===== config.mk =====
export PLATFORM = sky130hd
export DESIGN_NAME = hazard_ctl_flat
export DESIGN_NICKNAME = d
export VERILOG_FILES = /design/src/rtl/hazard_ctl_if.sv /design/src/rtl/hazard_ctl.sv /design/src/flat_wrapper.sv
export SDC_FILE = /design/constraint.sdc
export NUM_CORES = 1
export LEC_CHECK = 0
export CAP_MARGIN = 10
export CORE_AREA = 2 2 65 67
export CTS_CLUSTER_DIAMETER = 150
export DETAILED_ROUTE_END_ITERATION = 16
export DIE_AREA = 0 0 67 69
export GPL_TIMING_DRIVEN = 1
export HOLD_SLACK_MARGIN = 0.03
export PLACE_DENSITY_LB_ADDON = 0.1
export SYNTH_ARGS = -nofsm -noshare
export SYNTH_HDL_FRONTEND = slang
export SYNTH_SLANG_ARGS = --single-unit

===== constraint.sdc =====
create_clock -name i_clk -period 1.63 [get_ports i_clk]
set_clock_uncertainty 0.15 [all_clocks]
set_input_delay 0.326 -clock i_clk [delete_from_list [all_inputs] [get_ports i_clk]]
set_output_delay 0.326 -clock i_clk [all_outputs]
set_load 0.02 [all_outputs]

===== src/rtl/hazard_ctl_if.sv =====
// Pipeline-to-hazard-controller bundle: stage register/control inputs and the
// enable, flush, forwarding and error outputs they produce.
interface hazard_ctl_if;
  logic [4:0] i_rs1_d;
  logic [4:0] i_rs2_d;
  logic [4:0] i_rs1_e;
  logic [4:0] i_rs2_e;
  logic [4:0] i_rd_e;
  logic [4:0] i_rd_m;
  logic [4:0] i_rd_w;
  logic       i_reg_wr_m;
  logic       i_reg_wr_w;
  logic [1:0] i_result_src_e;
  logic       i_pc_src_e;
  logic       i_mem_req_m;
  logic       i_mem_ready_m;
  logic       o_pc_clk_en;
  logic       o_if_id_clk_en;
  logic       o_id_ex_clk_en;
  logic       o_ex_mem_clk_en;
  logic       o_if_id_flush;
  logic       o_id_ex_flush;
  logic [1:0] o_fwd_a_e;
  logic [1:0] o_fwd_b_e;
  logic       o_mem_err;

  modport master (
    output i_rs1_d, i_rs2_d, i_rs1_e, i_rs2_e, i_rd_e, i_rd_m, i_rd_w,
    output i_reg_wr_m, i_reg_wr_w, i_result_src_e, i_pc_src_e,
    output i_mem_req_m, i_mem_ready_m,
    input  o_pc_clk_en, o_if_id_clk_en, o_id_ex_clk_en, o_ex_mem_clk_en,
    input  o_if_id_flush, o_id_ex_flush, o_fwd_a_e, o_fwd_b_e, o_mem_err
  );

  modport slave (
    input  i_rs1_d, i_rs2_d, i_rs1_e, i_rs2_e, i_rd_e, i_rd_m, i_rd_w,
    input  i_reg_wr_m, i_reg_wr_w, i_result_src_e, i_pc_src_e,
    input  i_mem_req_m, i_mem_ready_m,
    output o_pc_clk_en, o_if_id_clk_en, o_id_ex_clk_en, o_ex_mem_clk_en,
    output o_if_id_flush, o_id_ex_flush, o_fwd_a_e, o_fwd_b_e, o_mem_err
  );
endinterface


===== src/rtl/hazard_ctl.sv =====
// Pipeline hazard controller: stall/flush/forwarding plus memory-wait timeout trap (HAZARD_PERF_CNT_EN adds stall/flush counters).
// Latency: all controls combinational from state and inputs, zero cycles.
// Backpressure: a data-memory wait freezes every stage; a hung access parks in ERR until reset.
module hazard_ctl #(
  parameter int MEM_TIMEOUT = 16,
  parameter int CNT_W       = 8
) (
  input  logic        i_clk,
  input  logic        i_rst,
  hazard_ctl_if.slave hz
`ifdef HAZARD_PERF_CNT_EN
  ,
  output logic [31:0] o_stall_cnt,
  output logic [31:0] o_flush_cnt
`endif
);

  typedef enum logic [1:0] {
    S_RUN      = 2'd0,
    S_MEM_WAIT = 2'd1,
    S_ERR      = 2'd2
  } state_t;

  state_t           state;
  logic [CNT_W-1:0] wait_cnt;
  logic             err_q;

  logic       lw_stall;
  logic       mem_stall;
  logic       timeout_hit;
  logic       pc_en;
  logic       if_id_en;
  logic       id_ex_en;
  logic       ex_mem_en;
  logic       if_id_fl;
  logic       id_ex_fl;
  logic [1:0] fwd_a;
  logic [1:0] fwd_b;

  function automatic logic [1:0] fwd_sel(input logic [4:0] rs, input logic [4:0] rd_m,
                                         input logic [4:0] rd_w, input logic wr_m,
                                         input logic wr_w);
    if (wr_m && rd_m != 5'd0 && rd_m == rs) return 2'b10;
    else if (wr_w && rd_w != 5'd0 && rd_w == rs) return 2'b01;
    else return 2'b00;
  endfunction

  assign lw_stall = (hz.i_result_src_e == 2'b01) && (hz.i_rd_e != 5'd0) &&
                    ((hz.i_rd_e == hz.i_rs1_d) || (hz.i_rd_e == hz.i_rs2_d));
  assign mem_stall = hz.i_mem_req_m && !hz.i_mem_ready_m;
  // Raised in the last tolerated wait cycle so the error shows together with the freeze.
  assign timeout_hit = (state == S_MEM_WAIT) && mem_stall &&
                       (wait_cnt == CNT_W'(MEM_TIMEOUT));

  always_comb begin
    pc_en     = 1'b1;
    if_id_en  = 1'b1;
    id_ex_en  = 1'b1;
    ex_mem_en = 1'b1;
    if_id_fl  = 1'b0;
    id_ex_fl  = 1'b0;
    fwd_a     = 2'b00;
    fwd_b     = 2'b00;
    if (!i_rst) begin
      fwd_a = fwd_sel(hz.i_rs1_e, hz.i_rd_m, hz.i_rd_w, hz.i_reg_wr_m, hz.i_reg_wr_w);
      fwd_b = fwd_sel(hz.i_rs2_e, hz.i_rd_m, hz.i_rd_w, hz.i_reg_wr_m, hz.i_reg_wr_w);
      // MEM_WAIT shares the RUN rules: the freeze row covers the stall, and
      // the release cycle falls through to branch/load-use handling.
      if (state == S_ERR || mem_stall) begin
        pc_en     = 1'b0;
        if_id_en  = 1'b0;
        id_ex_en  = 1'b0;
        ex_mem_en = 1'b0;
      end else if (hz.i_pc_src_e) begin
        if_id_fl = 1'b1;
        id_ex_fl = 1'b1;
      end else if (lw_stall) begin
        pc_en    = 1'b0;
        if_id_en = 1'b0;
        id_ex_fl = 1'b1;
      end
    end
  end

  assign hz.o_pc_clk_en     = pc_en;
  assign hz.o_if_id_clk_en  = if_id_en;
  assign hz.o_id_ex_clk_en  = id_ex_en;
  assign hz.o_ex_mem_clk_en = ex_mem_en;
  assign hz.o_if_id_flush   = if_id_fl;
  assign hz.o_id_ex_flush   = id_ex_fl;
  assign hz.o_fwd_a_e       = fwd_a;
  assign hz.o_fwd_b_e       = fwd_b;
  assign hz.o_mem_err       = err_q || (timeout_hit && !i_rst);

  always_ff @(posedge i_clk) begin
    if (i_rst) begin
      state    <= S_RUN;
      wait_cnt <= '0;
      err_q    <= 1'b0;
    end else begin
      case (state)
        S_RUN: begin
          if (mem_stall) begin
            state    <= S_MEM_WAIT;
            wait_cnt <= CNT_W'(1);
          end
        end
        S_MEM_WAIT: begin
          // Ready wins over the timeout when both land in the same cycle.
          if (!mem_stall) begin
            state    <= S_RUN;
            wait_cnt <= '0;
          end else if (wait_cnt == CNT_W'(MEM_TIMEOUT)) begin
            state <= S_ERR;
            err_q <= 1'b1;
          end else begin
            wait_cnt <= wait_cnt + CNT_W'(1);
          end
        end
        S_ERR: begin
          err_q <= 1'b1;
        end
        default: begin
          state    <= S_RUN;
          wait_cnt <= '0;
        end
      endcase
    end
  end

`ifdef HAZARD_PERF_CNT_EN
  always_ff @(posedge i_clk) begin
    if (i_rst) begin
      o_stall_cnt <= '0;
      o_flush_cnt <= '0;
    end else begin
      if (!pc_en) o_stall_cnt <= o_stall_cnt + 32'd1;
      if (id_ex_fl) o_flush_cnt <= o_flush_cnt + 32'd1;
    end
  end
`endif

endmodule


===== src/flat_wrapper.sv =====
// flat-port wrapper written by rule: the top's interface ports become plain ports
module hazard_ctl_flat 
#(
  parameter int MEM_TIMEOUT = 16,
  parameter int CNT_W       = 8
)
  (i_clk, i_rst, hz_i_rs1_d, hz_i_rs2_d, hz_i_rs1_e, hz_i_rs2_e, hz_i_rd_e, hz_i_rd_m, hz_i_rd_w, hz_i_reg_wr_m, hz_i_reg_wr_w, hz_i_result_src_e, hz_i_pc_src_e, hz_i_mem_req_m, hz_i_mem_ready_m, hz_o_pc_clk_en, hz_o_if_id_clk_en, hz_o_id_ex_clk_en, hz_o_ex_mem_clk_en, hz_o_if_id_flush, hz_o_id_ex_flush, hz_o_fwd_a_e, hz_o_fwd_b_e, hz_o_mem_err);
  hazard_ctl_if hz_i ();
  input  logic i_clk;
  input  logic i_rst;
  input wire logic [$bits(hz_i.i_rs1_d)-1:0] hz_i_rs1_d;
  input wire logic [$bits(hz_i.i_rs2_d)-1:0] hz_i_rs2_d;
  input wire logic [$bits(hz_i.i_rs1_e)-1:0] hz_i_rs1_e;
  input wire logic [$bits(hz_i.i_rs2_e)-1:0] hz_i_rs2_e;
  input wire logic [$bits(hz_i.i_rd_e)-1:0] hz_i_rd_e;
  input wire logic [$bits(hz_i.i_rd_m)-1:0] hz_i_rd_m;
  input wire logic [$bits(hz_i.i_rd_w)-1:0] hz_i_rd_w;
  input wire logic [$bits(hz_i.i_reg_wr_m)-1:0] hz_i_reg_wr_m;
  input wire logic [$bits(hz_i.i_reg_wr_w)-1:0] hz_i_reg_wr_w;
  input wire logic [$bits(hz_i.i_result_src_e)-1:0] hz_i_result_src_e;
  input wire logic [$bits(hz_i.i_pc_src_e)-1:0] hz_i_pc_src_e;
  input wire logic [$bits(hz_i.i_mem_req_m)-1:0] hz_i_mem_req_m;
  input wire logic [$bits(hz_i.i_mem_ready_m)-1:0] hz_i_mem_ready_m;
  output wire logic [$bits(hz_i.o_pc_clk_en)-1:0] hz_o_pc_clk_en;
  output wire logic [$bits(hz_i.o_if_id_clk_en)-1:0] hz_o_if_id_clk_en;
  output wire logic [$bits(hz_i.o_id_ex_clk_en)-1:0] hz_o_id_ex_clk_en;
  output wire logic [$bits(hz_i.o_ex_mem_clk_en)-1:0] hz_o_ex_mem_clk_en;
  output wire logic [$bits(hz_i.o_if_id_flush)-1:0] hz_o_if_id_flush;
  output wire logic [$bits(hz_i.o_id_ex_flush)-1:0] hz_o_id_ex_flush;
  output wire logic [$bits(hz_i.o_fwd_a_e)-1:0] hz_o_fwd_a_e;
  output wire logic [$bits(hz_i.o_fwd_b_e)-1:0] hz_o_fwd_b_e;
  output wire logic [$bits(hz_i.o_mem_err)-1:0] hz_o_mem_err;
  assign hz_i.i_rs1_d = hz_i_rs1_d;
  assign hz_i.i_rs2_d = hz_i_rs2_d;
  assign hz_i.i_rs1_e = hz_i_rs1_e;
  assign hz_i.i_rs2_e = hz_i_rs2_e;
  assign hz_i.i_rd_e = hz_i_rd_e;
  assign hz_i.i_rd_m = hz_i_rd_m;
  assign hz_i.i_rd_w = hz_i_rd_w;
  assign hz_i.i_reg_wr_m = hz_i_reg_wr_m;
  assign hz_i.i_reg_wr_w = hz_i_reg_wr_w;
  assign hz_i.i_result_src_e = hz_i_result_src_e;
  assign hz_i.i_pc_src_e = hz_i_pc_src_e;
  assign hz_i.i_mem_req_m = hz_i_mem_req_m;
  assign hz_i.i_mem_ready_m = hz_i_mem_ready_m;
  assign hz_o_pc_clk_en = hz_i.o_pc_clk_en;
  assign hz_o_if_id_clk_en = hz_i.o_if_id_clk_en;
  assign hz_o_id_ex_clk_en = hz_i.o_id_ex_clk_en;
  assign hz_o_ex_mem_clk_en = hz_i.o_ex_mem_clk_en;
  assign hz_o_if_id_flush = hz_i.o_if_id_flush;
  assign hz_o_id_ex_flush = hz_i.o_id_ex_flush;
  assign hz_o_fwd_a_e = hz_i.o_fwd_a_e;
  assign hz_o_fwd_b_e = hz_i.o_fwd_b_e;
  assign hz_o_mem_err = hz_i.o_mem_err;
  hazard_ctl #(.MEM_TIMEOUT(MEM_TIMEOUT), .CNT_W(CNT_W)) u_core (.i_clk(i_clk), .i_rst(i_rst), .hz(hz_i));
endmodule

# Yosys cells after proc, flatten, opt, wreduce, memory -nomap -nowiden
# Index checks and enable logic that the tools add are counted.
[totals]
reg_bits = 11
out_inout_bits = 11
elab_cells = 75
[classes]
addsub = 1
eq_ne = 15
muxes = 30
n_bitwise = 1
reduce_logical = 25
[ops]
columns = ["op", "n"]
rows = [
  ["$eq A5 B5 Y1", 6],
  ["$mux W8", 3],
  ["$pmux W8 S3", 1],
  ["$mux W1", 17],
  ["$reduce_bool A5 Y1", 3],
  ["$mux W2", 7],
  ["$logic_and A1 B1 Y1", 12],
  ["$reduce_and A3 Y1", 3],
  ["$add A8 B1 Y8 const B", 1],
  ["$eq A8 B5 Y1 const B", 1],
  ["$ne A3 B3 Y1 const B", 2],
  ["$pmux W2 S3", 1],
  ["$eq A2 B1 Y1 const B", 2],
  ["$ne A2 B1 Y1 const B", 2],
  ["$logic_or A1 B1 Y1", 3],
  ["$eq A2 B2 Y1 const B", 1],
  ["$logic_not A1 Y1", 2],
  ["$logic_not A2 Y1", 1],
  ["$ne A2 B2 Y1 const B", 1],
  ["$pmux W1 S2", 1],
  ["$reduce_bool A2 Y1", 1],
  ["$not A1 Y1", 1],
]

# Logic depth before layout (Yosys ltp)
[depth]
depth_word = 7
ltp_mapped = 6

# Worst setup path before layout
# No wires, ideal clock.
[synth_timing]
path_kind = "in2out"
startpoint = "in hz_i_rd_m[0]"
endpoint = "out hz_o_fwd_a_e[0]"
arrival_ns = 1.630
required_ns = 1.154
slack_ns = -0.476
stages = 4
cell_sequence = "or4_1 -> o21ai_2 -> nor3_1 -> nor4_2"
[synth_via]
elab_chain_cells = 5
elab_cells_between_ends = 6
classes_between = "eq/ne: 1; mux: 2; reduce/logical: 3"
[synth_lines]
columns = ["item", "line", "rtl"]
rows = [
  ["start: declaration", "flat_wrapper.sv:16", "input wire logic [$bits(hz_i.i_rd_m)-1:0] hz_i_rd_m;"],
  ["$reduce_bool A5 Y1", "hazard_ctl.sv:43", "if (wr_m && rd_m != 5'd0 && rd_m == rs) return 2'b10;"],
  ["$logic_and A1 B1 Y1", "hazard_ctl.sv:43", ""],
  ["$logic_and A1 B1 Y1 (*)", "hazard_ctl.sv:43", ""],
  ["$mux W2 (*)", "hazard_ctl.sv:43", ""],
  ["$mux W2 (*)", "hazard_ctl.sv:64", "if (!i_rst) begin"],
  ["end: declaration", "flat_wrapper.sv:30", "output wire logic [$bits(hz_i.o_fwd_a_e)-1:0] hz_o_fwd_a_e;"],
]
# Mark *: on every way between the ends. The rest lies on a longest branch, timed or not.

# Worst setup path after layout
[layout_timing]
startpoint = "in i_rst"
endpoint = "out hz_o_fwd_b_e[0]"
[layout_via]
elab_chain_cells = 1
[layout_lines]
columns = ["item", "line", "rtl"]
rows = [
  ["start: declaration", "flat_wrapper.sv:10", "input logic i_rst;"],
  ["$mux W2", "hazard_ctl.sv:64", ""],
  ["end: declaration", "flat_wrapper.sv:31", "output wire logic [$bits(hz_i.o_fwd_b_e)-1:0] hz_o_fwd_b_e;"],
]
# Every way passes these cells.

==> impl_metrics.csv <==
group,metric,value,unit
layout,drive_gt1_frac,0.628,
logic_synthesis,synth_area_leaders,"dfxtp_1 19%, xor2_1 15%, xnor2_1 9.2%",
logic_synthesis,synth_ff_type,"dfxtp_1",
sta,worst_pin_slew,344,ps
logic_synthesis,syn_area_per_cell,8.37,um2
setup_path,critPathRequiredTime,1150,ps
logic_synthesis,synth_xor_xnor_area_share,0.245,
floorplanning,die-area,0.00462,mm2
place,routabilityCongestion,0.902,
setup_path,cp-end-kind,"output pin",
clock_tree,clock_path_buffers,2,
setup_path,cp_data_arrival_time,1600,ps
power_and_ir_drop,report.power.total,1.16,mW
power_and_ir_drop,p_leak,1.05,nW
status,outcome,"complete, but fails checks",
sta,layout_worst_path_cycle_share,1.28,
routing,via_per_inst,4.94,
logic_synthesis,yosysSeqAreaShare,0.192,
floorplanning,fp.dieH,69,um
clock_tree,cts.clk_slew.worst_paths,50,ps
sta,setup_viol,18,
grt,antenna_found_initial,0,
clock_tree,postCtsHoldBufs,0,
clock_tree,cts_tree,"done",
grt,grt_util_all_layers,0.200,
power_and_ir_drop,vdd_ir_drop_max,229,uV
status,violations,"setup timing",
logic_synthesis,synth_compound_area_frac,0.177,
logic_synthesis,synthMuxAreaShare,0,
logic_synthesis,synth-simple-area-share,0.296,
sta,slew_headroom,0.770,
logic_synthesis,synth.largest_area_cell,"dfxtp_1",
grt,grt_max_degree,9,
clock_tree,cts_buffers,3,
routing,drtIter0Drc,40,
setup_path,rrSetupSlack,-200,ps
setup_path,worstPathBufferInverterCount,2,
setup_path,path_delay_family,"simple AND/OR/NAND/NOR gates",
setup_path,worstSetupPathType,"primary input to output pin",
hold_path,hold_path_class,"flop to flop",
floorplanning,io_pins,55,
clock_tree,htree_levels,1,
routing,top_layer,"met4",
routing,wirelength,4340,um
sta,timing.final.crit_period,2080,ps
setup_path,max_stage_delay,540,ps
routing,met1_length,1630,um
sta,slew_violations,0,
hold_path,holdPathEnd,"u_core.err_q",
routing,drtAntennaViolNets,0,
grt,grt_pass1_wl,7200,um
setup_path,rr_startpoint,"u_core.wait_cnt[0]",
floorplanning,die_x,67,um
sta,hold_viol_final,0,
sta,holdWs,353,ps
layout,nNetsFinal,297,
logic_synthesis,synthDistinctLibCells,40,
power_and_ir_drop,cellPowerDensity,456,mW/mm2
logic_synthesis,syn_area,0.00115,mm2
hold_path,hold_path_depth,2,
logic_synthesis,yosys_register_bits,11,
sta,fmax,481,MHz
place,dpl.hpwl,3360,um
routing,wire_per_inst,14.6,um
clock_tree,clock-sinks,11,
setup_path,slowest_stage,"or4_4",
floorplanning,coreArea,0.00391,mm2
routing,via_count,1468,
setup_path,worstReg2RegEnd,"u_core.wait_cnt[3]",
routing,drtPass1Iterations,4,
logic_synthesis,synth_top_family_by_area,"simple AND/OR/NAND/NOR gates",
setup_path,reg2regPathDepth,6,
sta,fin_ws,-448,ps
sta,rsz0062_at_grt,"yes",
setup_path,path_cells,"buf_8 > nor2b_4 > o21ai_2 > or4_4 > nor4_4 > buf_4",
clock_tree,clock_latency,240,ps
hold_path,min_from,"u_core.err_q",
floorplanning,row_count,23,
logic_synthesis,synth_warnings,0,
layout,area_growth,122,%
floorplanning,start_util,0.293,
logic_synthesis,synthCells,137,
grt,grt_pass1_vias,1608,
grt,grt_remaining_overflow,0,
setup_path,start_kind,"primary input",
setup_path,critPathMaxFanout,2,
place,io_buffers,54,
layout,n_antenna_cell,0,
logic_synthesis,synthAdderAreaFrac,0.0546,
logic_synthesis,async_reset_ff_frac,0,
logic_synthesis,synth_top_area_frac,0.192,
flow_run,maxCapViolations,0,
logic_synthesis,synth_edf_count,0,
logic_synthesis,synth_nets,186,
routing,drc,0,
clock_tree,cts-root-buf,"clkbuf_8",
routing,wl_met3,190,um
routing,wl_met2,2490,um
==> metrics by stage <==
step | worst slack [ps] | utilization | setup TNS [ps] | cell area, um2 | cells
final | -448 | 0.650 | -4100 | 2540 | 297
after global routing | -502 | 0.650 | -5180 | 2540 | 297
after CTS | -595 | 0.630 | -4450 | 2460 | 298
after detailed placement | -1310 | 0.561 | -15730 | 2190 | 282
after global placement | -1270 | 0.561 | -15330 | 2190 | 282
after floorplan | -275 | - | -1120 | 1280 | 137
==> tightest hold or removal path, cell delays in order, from the launching register on <==
cell and delay [ps]:
dfxtp_1 350, a21oi_2 40, nor2_1 70
==> power breakdown <==
group | internal (mW) | total, mW | switching, mW
Clock | 0.172 | 0.281 | 0.108
Combinational | 0.333 | 0.592 | 0.258
Sequential | 0.280 | 0.288 | 0.00865
Total | 0.785 | 1.16 | 0.376
==> cells in the mapped netlist, types with 2 or more instances <==
cell type and instances:
nor3_1 4, dfxtp_1 11, a21oi_1 10, or4_1 9
o21bai_1 2, nor2_1 6, nand4_1 2, a21o_1 2
buf_4 2, nor2b_1 2, nor4_1 2, xor2_1 20
nor3b_1 2, o31ai_1 5, o21ai_1 2, nand3_1 6
inv_1 6, nand2_1 3, nand3b_1 2, o21ai_0 2
nor4_2 2, ha_1 5, and3b_1 2, xnor2_1 12
==> flip-flops by register name, indices dropped and copies added (netlist names) <==
register	cells
u_core.err_q	1
u_core.wait_cnt	8
u_core.state	2
==> worst max path at each step <==
| stage | start | end | slack [ps] | cells past startpoint |
|---|---|---|---|---|
| 2_1_floorplan | hz_i_rd_e[1] | hz_o_pc_clk_en | -270 | 4 |
| 3_3_place_gp | hz_i_rd_w[2] | hz_o_fwd_a_e[0] | -1270 | 5 |
| 3_5_place_dp | hz_i_rd_w[3] | hz_o_fwd_b_e[0] | -1310 | 5 |
| 4_1_cts | hz_i_rd_m[2] | hz_o_fwd_b_e[0] | -600 | 7 |
| 5_1_grt | i_rst | hz_o_fwd_b_e[0] | -500 | 6 |
| 6_report | i_rst | hz_o_fwd_b_e[0] | -450 | 6 |
==> kinds of logic (layout without fill, tap and decap cells) <==
| kind of cell | after synthesis | after routing |
|---|---|---|
| buf+inv | 9 | 119 |
| flops | 11 | 11 |
| fa+ha+maj | 5 | 5 |
| xor+xnor | 32 | 32 |
| simple gates | 49 | 49 |
| compound gates | 31 | 31 |
==> cell usage in the layout (no fill, tap or decap), types with 4 or more instances in the layout <==
cell             netlist  layout
dlygate4sd2_1          0      10
or4_4                  0       7
a21oi_1               10       5
xnor2_1               12      12
nor2_1                 6       6
buf_4                  2      44
buf_6                  0      31
nor3_2                 1       4
xor2_1                20      19
nand3_1                6       5
dfxtp_2                0       7
clkbuf_2               0       7
clkdlybuf4s15_1        0       5
ha_4                   0       4
buf_2                  0       6
==> layout make-up <==
cell class | instances | area, um2
sequential | 11 | 233
tap | 50 | 62.6
fill | 357 | 1370
timing repair buffer | 109 | 957
inverter | 6 | 25.0
multi-input combinational | 117 | 1220
clock buffer | 4 | 45.0
==> per-layer routing <==
metal	up-vias	track usage
li1	729	-
met1	698	0.228
met2	37	0.381
met3	4	0.0277
met4	0	0.0408
met5	-	0
==> timing repair <==
item | CTS | global route
setup endpoints to repair | 22 | 21
gates cloned | 0 | 0
gates resized for setup | 184 | 69
pin swaps | 43 | 26
endpoints found under the hold margin | 0 | 0
buffers inserted | 16 | 1
No activity file was read; power rests on OpenSTA's default activity.
